File: config.mk
export PLATFORM = sky130hd
export DESIGN_NAME = ex_hazard_ctrl
export DESIGN_NICKNAME = d
export VERILOG_FILES = /design/src/rtl/ex_hazard_ctrl.sv
export SDC_FILE = /design/constraint.sdc
export NUM_CORES = 1
export LEC_CHECK = 0
export CORE_MARGIN = 2
export CORE_UTILIZATION = 45
export CTS_CLUSTER_SIZE = 8
export DETAILED_ROUTE_END_ITERATION = 16
export PLACE_DENSITY = 0.68
export SKIP_CTS_REPAIR_TIMING = 1
export SLEW_MARGIN = 10
export SYNTH_ARGS = -nofsm -noshare
export SYNTH_HDL_FRONTEND = slang
export SYNTH_SLANG_ARGS = --single-unit
File: constraint.sdc
create_clock -name clk -period 2.85 [get_ports clk]
set_input_delay 0.285 -clock clk [delete_from_list [all_inputs] [get_ports clk]]
set_output_delay 0.285 -clock clk [all_outputs]
set_load 0.005 [all_outputs]
File: src/rtl/ex_hazard_ctrl.sv
// Dual-issue execute hazard/forwarding controller: shadow E/M/W register metadata drives forward selects,
// load-use and intra-pair split stalls, and redirect flushes. All outputs are combinational (zero latency).
module ex_hazard_ctrl #(
   parameter int REG_ADDR_W = 5
) (
   input  logic                  clk,
   input  logic                  rst_n,
   input  logic [REG_ADDR_W-1:0] RS1D_0,
   input  logic [REG_ADDR_W-1:0] RS2D_0,
   input  logic [REG_ADDR_W-1:0] RS1D_1,
   input  logic [REG_ADDR_W-1:0] RS2D_1,
   input  logic [REG_ADDR_W-1:0] RdD_0,
   input  logic [REG_ADDR_W-1:0] RdD_1,
   input  logic                  RegWriteD_0,
   input  logic                  RegWriteD_1,
   input  logic                  LoadD_0,
   input  logic                  LoadD_1,
   input  logic                  ValidD_0,
   input  logic                  ValidD_1,
   input  logic                  mux1E_0,
   input  logic                  mux1E_1,
   output logic [2:0]            ForwardAE_0,
   output logic [2:0]            ForwardBE_0,
   output logic [2:0]            ForwardAE_1,
   output logic [2:0]            ForwardBE_1,
   output logic                  StallF,
   output logic                  StallD,
   output logic                  FlushD,
   output logic                  FlushE,
   output logic                  IssueE_0,
   output logic                  IssueE_1
);

   typedef struct packed {
      logic                  vld;
      logic                  rw;
      logic                  ld;
      logic [REG_ADDR_W-1:0] rd;
      logic [REG_ADDR_W-1:0] rs1;
      logic [REG_ADDR_W-1:0] rs2;
   } ex_t;

   typedef struct packed {
      logic                  vld;
      logic                  rw;
      logic [REG_ADDR_W-1:0] rd;
   } wb_t;

   typedef enum logic {ST_PAIR, ST_SPLIT} state_t;

   state_t     st_q, st_d;
   ex_t        e_q [2];
   ex_t        e_d [2];
   wb_t        m_q [2];
   wb_t        m_d [2];
   wb_t        w_q [2];
   wb_t        w_d [2];
   ex_t        d_in [2];
   logic [1:0] lu_d;
   logic       lu, dep, redir;
   logic [1:0] iss;
   logic       stall, flush;
   logic [2:0] fa [2];
   logic [2:0] fb [2];

   function automatic logic wb_hit(input wb_t s, input logic [REG_ADDR_W-1:0] rs);
      return s.vld && s.rw && (s.rd != '0) && (s.rd == rs);
   endfunction

   // Youngest producer wins: lane 1 is younger than lane 0 within a stage.
   function automatic logic [2:0] fwd_sel(input logic [REG_ADDR_W-1:0] rs,
                                          input wb_t m0, input wb_t m1,
                                          input wb_t w0, input wb_t w1);
      if (rs == '0)            return 3'b000;
      else if (wb_hit(m1, rs)) return 3'b101;
      else if (wb_hit(m0, rs)) return 3'b010;
      else if (wb_hit(w1, rs)) return 3'b100;
      else if (wb_hit(w0, rs)) return 3'b001;
      else                     return 3'b000;
   endfunction

   always_comb begin
      d_in[0] = '{vld: ValidD_0, rw: RegWriteD_0, ld: LoadD_0, rd: RdD_0, rs1: RS1D_0, rs2: RS2D_0};
      d_in[1] = '{vld: ValidD_1, rw: RegWriteD_1, ld: LoadD_1, rd: RdD_1, rs1: RS1D_1, rs2: RS2D_1};
   end

   always_comb begin
      for (int l = 0; l < 2; l++) begin
         fa[l] = fwd_sel(e_q[l].rs1, m_q[0], m_q[1], w_q[0], w_q[1]);
         fb[l] = fwd_sel(e_q[l].rs2, m_q[0], m_q[1], w_q[0], w_q[1]);
      end
   end

   always_comb begin
      lu_d = '0;
      for (int k = 0; k < 2; k++) begin
         for (int l = 0; l < 2; l++) begin
            if (e_q[l].vld && e_q[l].ld && (e_q[l].rd != '0) && d_in[k].vld &&
                ((d_in[k].rs1 == e_q[l].rd) || (d_in[k].rs2 == e_q[l].rd)))
               lu_d[k] = 1'b1;
         end
      end
   end

   assign dep   = ValidD_0 & ValidD_1 & RegWriteD_0 & (RdD_0 != '0) &
                  ((RdD_0 == RS1D_1) | (RdD_0 == RS2D_1));
   assign redir = mux1E_0 | mux1E_1;
   // In SPLIT lane 0 has already left D, so only lane 1's sources can still collide with a load.
   assign lu    = (st_q == ST_SPLIT) ? lu_d[1] : (|lu_d);

   always_comb begin
      st_d  = st_q;
      stall = 1'b0;
      flush = 1'b0;
      iss   = 2'b00;
      if (redir) begin
         flush = 1'b1;
         st_d  = ST_PAIR;
      end else begin
         case (st_q)
            ST_PAIR: begin
               if (lu) begin
                  stall = 1'b1;
               end else if (dep) begin
                  iss   = 2'b01;
                  stall = 1'b1;
                  st_d  = ST_SPLIT;
               end else begin
                  iss = {ValidD_1, ValidD_0};
               end
            end
            ST_SPLIT: begin
               if (lu) begin
                  stall = 1'b1;
               end else begin
                  iss  = 2'b10;
                  st_d = ST_PAIR;
               end
            end
            default: st_d = ST_PAIR;
         endcase
      end
   end

   always_comb begin
      for (int l = 0; l < 2; l++) begin
         w_d[l] = m_q[l];
         m_d[l] = '{vld: e_q[l].vld, rw: e_q[l].rw, rd: e_q[l].rd};
         e_d[l] = (iss[l] && d_in[l].vld && !flush) ? d_in[l] : '0;
      end
      // A lane 0 redirect kills the younger lane 1 instruction sharing its E slot.
      if (mux1E_0)
         m_d[1] = '0;
   end

   always_ff @(posedge clk or negedge rst_n) begin
      if (!rst_n) begin
         st_q <= ST_PAIR;
         for (int l = 0; l < 2; l++) begin
            e_q[l] <= '0;
            m_q[l] <= '0;
            w_q[l] <= '0;
         end
      end else begin
         st_q <= st_d;
         for (int l = 0; l < 2; l++) begin
            e_q[l] <= e_d[l];
            m_q[l] <= m_d[l];
            w_q[l] <= w_d[l];
         end
      end
   end

   assign ForwardAE_0 = fa[0];
   assign ForwardBE_0 = fb[0];
   assign ForwardAE_1 = fa[1];
   assign ForwardBE_1 = fb[1];
   // Gated so the decision outputs drop the moment reset asserts, regardless of D inputs.
   assign StallF      = rst_n & stall;
   assign StallD      = rst_n & stall;
   assign FlushD      = rst_n & flush;
   assign FlushE      = rst_n & flush;
   assign IssueE_0    = rst_n & iss[0];
   assign IssueE_1    = rst_n & iss[1];

endmodule

Word level (Yosys, flattened, before mapping)
Index checks and enable logic that the tools add are counted.
{"block": "op_classes", "n_mux": 42, "n_eq_ne": 26, "n_bitwise": 11, "reduce_logical": 57}
{"cell": "$eq 5x5->1", "n": 26}
{"cell": "$mux 3", "n": 16}
{"cell": "$logic_and 1x1->1", "n": 40}
{"cell": "$mux 18", "n": 2}
{"cell": "$reduce_bool 5->1", "n": 7}
{"cell": "$logic_not 5->1", "n": 4}
{"cell": "$mux 1", "n": 16}
{"cell": "$and 1x1->1", "n": 8}
{"cell": "$mux 2", "n": 4}
{"cell": "$mux 7", "n": 1}
{"cell": "$logic_or 1x1->1", "n": 4}
{"cell": "$pmux 1 s2", "n": 2}
{"cell": "$pmux 2 s2", "n": 1}
{"cell": "$or 1x1->1", "n": 2}
{"cell": "$reduce_or 2->1", "n": 1}
{"cell": "$logic_not 1->1", "n": 1}
{"cell": "$not 1->1", "n": 1}
{"block": "totals", "wordCells": 161, "output_inout_bits": 18, "in_bits": 40, "register_bits": 65}

Logic depth before layout (Yosys ltp)
{"block": "logic_depth", "word_depth": 14, "mapped_depth": 8}

Worst setup path after synthesis
No wires, ideal clock.
{"block": "synth_timing", "kind": "flip-flop to output port", "start": "register e_q[28] (netlist name)", "end": "output IssueE_0", "stages_incl_launch_ff": 7, "setup_slack_ns": 0.655, "required_time_ns": 2.565, "t_arrival_ns": 1.910, "cell_sequence": "dfrtp_1 > buf_6 > or3_1 > o311a_1 > a22o_2 > nor3_2 > and2_1"}
{"block": "synth_via", "elab_chain_cells": 12}
{"element": "start: declaration", "line_no": "52", "source": "ex_t e_q [2];"}
{"element": "start signal: indexed assignment", "line_no": "167", "source": "e_q[l] <= e_d[l];"}
{"element": "$reduce_bool 5->1", "line_no": "98", "source": "if (e_q[l].vld && e_q[l].ld && (e_q[l].rd != '0) && d_in[k].vld &&"}
{"element": "$logic_and 1x1->1 (3 in a row)", "line_no": "98"}
{"element": "$mux 1 (2 in a row)", "line_no": "98"}
{"element": "$reduce_or 2->1", "line_no": "109", "source": "assign lu = (st_q == ST_SPLIT) ? lu_d[1] : (|lu_d);"}
{"element": "$mux 1 (*)", "line_no": "109"}
{"element": "$mux 2 (*)", "line_no": "122", "source": "if (lu) begin"}
{"element": "$pmux 2 s2 (*)", "line_no": "120", "source": "case (st_q)"}
{"element": "$mux 2 (*)", "line_no": "116", "source": "if (redir) begin"}
{"element": "$and 1x1->1 (*)", "line_no": "183", "source": "assign IssueE_0 = rst_n & iss[0];"}
{"element": "end: declaration", "line_no": "30", "source": "output logic IssueE_0,"}
Every way passes the cells marked *; elsewhere a longest branch is shown, timed or not.

Worst setup path after layout
{"block": "layout_timing", "start": "register m_q[2] (netlist name)", "end": "output ForwardAE_1[1]"}
{"block": "layout_via", "elab_chain_cells": 5}
{"element": "start: declaration", "line_no": "54", "source": "wb_t m_q [2];"}
{"element": "start signal: indexed assignment", "line_no": "168", "source": "m_q[l] <= m_d[l];"}
{"element": "$reduce_bool 5->1", "line_no": "67", "source": "return s.vld && s.rw && (s.rd != '0) && (s.rd == rs);"}
{"element": "$logic_and 1x1->1", "line_no": "67"}
{"element": "$logic_and 1x1->1 (*)", "line_no": "67"}
{"element": "$mux 3 (*)", "line_no": "75", "source": "else if (wb_hit(m1, rs)) return 3'b101;"}
{"element": "$mux 3 (*)", "line_no": "74", "source": "if (rs == '0) return 3'b000;"}
{"element": "end: declaration", "line_no": "24", "source": "output logic [2:0] ForwardAE_1,"}
Marks and branches as above.

==> qor.yml <==
grt_overflow: 0
slowest_stage: "or4_1"
finish.net_count: 475
intPower_w: 0.00142
ys_types: 39
grt_antenna_before_repair: 0
synth_edf_count: 0
mostFrequentLayoutCells: "xor2_1, xnor2_1, dfrtp_1"
cp_cell_sequence: "or4_1 -> o211ai_1 -> buf_4 -> nor4_1 -> nand3_1 -> and2_1 -> clkdlybuf4s50_1"
diodes: 0
seqPwrFrac_pct: 51.5
yosys.area_share.simple_pct: 17.3
io_buffers: 57
row_count: 33
ant_nets: 0
hp-class: "in2async"
path_buf_inv: 2
cp_slowest_stage_delay_ps: 510
drtIter0Drc: 110
routed_wl_um: 9100
drive_gt1_share_pct: 13.0
period_share_pct: 97.0
synth_nets: 423
route.vias.total: 2822
clockRootBuffer: "clkbuf_8"
hpwlAfterDp_um: 6990
synth_compound_area_share_pct: 6.50
cp.arrival_ps: 2480
min_period_ps: 2760
start_util_pct: 46.8
p_switching_w: 0.000482
cp_max_fo: 6
pin_count: 58
synth_top_family_by_area: "XOR/XNOR gates"
layoutNonFillerInstCount: 545
required_ps: 2570
fin_tns_setup_ps: 0
wl_per_cell_um: 16.7
p_per_area_mw_per_mm2: 394
power.leakage_nw: 2.43
mostFrequentLayoutCell: "xor2_1"
fp.dieH_um: 96.7
seq_area_frac_synth_pct: 42.1
mappedNetlistArea_mm2: 0.00387
grt_pass1_wl_um: 15000
gr-usage-all-layers_pct: 20.0
setup_viol: 0
avgViaCountPerCell: 5.18
status: "finished, final reports clean"
cts.sinks: 65
die_area_mm2: 0.00935
synth_xor_xnor_area_share_pct: 29.4
cts_made_buffers: 9
ys_ff_latch: 65
fp.dieW_um: 96.7
clk_pin_slew_ps: 70
clock_skew_ps: 8.61
crit_type: "reg2out"
drtPass1Iterations: 4
core_mm2: 0.00826
insertion_delay_ps: 330
slew_headroom_pct: 48.4
power.total_w: 0.00190
clkPwrFrac_pct: 34.8
hold_violations: 0
critPathCaptureType: "output pin"
yosys_warnings: 0
syn_inst: 383
muxShareOfSynthArea_pct: 0
cp_top_family: "simple AND/OR/NAND/NOR gates"
async_flop_share_pct: 100
synth_area_per_cell_um2: 10.1
grt_max_degree: 66
dp.cells: 522
cts_buffer_depth: 2
ir_drop_mv: 0.248
htreeDepth: 3
synthAdderAreaFrac_pct: 0
tightest_slew_ps: 774
synthFlopType: "dfrtp_1"
sw_frac_of_total_pct: 25.3
fillers: 731
slew_violations: 0
start_kind: "register"
gp_congestion: 0.884
cts_tree: "built"
syn_to_final_growth_pct: 24.9
grt_pass1_vias: 2901
fmax_mhz: 362
drv_cap: 0
combPwrFrac_pct: 13.7
drc: 0
through the flow:
step	setup WS [ps]	util, %	hold slack [ps]	instance area (um^2)
2_1_floorplan	655	-	-10.6	3870
3_3_place_gp	41.1	54.5	338	4500
3_5_place_dp	23.1	54.5	341	4500
4_1_cts	-231	56.6	190	4670
5_1_grt	-32.4	58.5	234	4830
6_report	85.3	58.5	159	4830
flip-flops by register name (all words and copies together) (netlist names):
signal / count
e_q: 36
m_q: 14
st_q: 1
w_q: 14
worst register-to-register path, stage by stage (launching register included):
cell,delay (ps)
dfrtp_1,370
or3_1,370
o311a_1,350
a22o_4,300
buf_4,150
a2111oi_4,320
buf_4,220
and2_1,150
cell type report:
class                      instances  area (um^2)  area share, %
multi-input combinational        279         2130           44.1
sequential                        65         1630           33.8
timing repair buffer              79          758           15.7
clock buffer                      11          141           2.93
tap                              105          131           2.72
clock inverter                     5         31.3          0.648
inverter                           1         3.75         0.0777
Yosys cell counts (2+ instances only):
| cell | instances | area, um^2 |
|---|---|---|
| a22oi_1 | 3 | 22.5 |
| and2_1 | 38 | 238 |
| buf_1 | 8 | 30.0 |
| buf_2 | 2 | 10.0 |
| buf_4 | 2 | 15.0 |
| buf_6 | 3 | 33.8 |
| clkbuf_1 | 22 | 82.6 |
| dfrtp_1 | 65 | 1630 |
| nand2_1 | 11 | 41.3 |
| nand3_1 | 12 | 60.1 |
| nand4_1 | 8 | 50.1 |
| nor2_1 | 9 | 33.8 |
| nor2b_1 | 9 | 56.3 |
| nor3_1 | 15 | 75.1 |
| nor4_1 | 7 | 43.8 |
| o211ai_1 | 2 | 15.0 |
| o21ai_1 | 2 | 10.0 |
| o22ai_1 | 3 | 18.8 |
| o311a_1 | 4 | 40.0 |
| o31ai_1 | 3 | 22.5 |
| o41ai_1 | 3 | 26.3 |
| or3_1 | 4 | 25.0 |
| or4_1 | 4 | 30.0 |
| xnor2_1 | 59 | 517 |
| xor2_1 | 71 | 622 |
kinds of logic after synthesis:
| group | count (synthesis) |
|---|---|
| compound gates | 30 |
| xor+xnor | 130 |
| buf+inv | 39 |
| flops | 65 |
| simple gates | 119 |
routing by layer:
layer	wire, um	GRT usage, %
met2	4480	32.9
met5	0	0
met3	384	3.90
met4	267	8.34
met1	3970	25.8
worst paths after layout:
| kind | start | endpoint | slack (ps) | cells after the start |
|---|---|---|---|---|
| setup / recovery | m_q[2] | ForwardAE_1[1] | 90 | 7 |
| hold / removal | rst_n | e_q[14] | 160 | 2 |
| setup reg to reg | e_q[28] | e_q[6] | 560 | 7 |
| hold reg to reg | e_q[34] | m_q[12] | 350 | 0 |
| max in group asynchronous | rst_n | m_q[3] | 2140 | 2 |
| min in group clk | e_q[34] | m_q[12] | 350 | 0 |
power groups by stage:
stage	combinational, W	sequential [W]	clock, W
CTS	0.000257	0.000980	0.000684
finish	0.000260	0.000980	0.000662
global placement	0.000249	0.000997	0
global route	0.000287	0.000983	0.000730
detailed placement	0.000255	0.000997	0
floorplan	0.000148	0.000975	0
No activity file was read; power rests on OpenSTA's default activity.
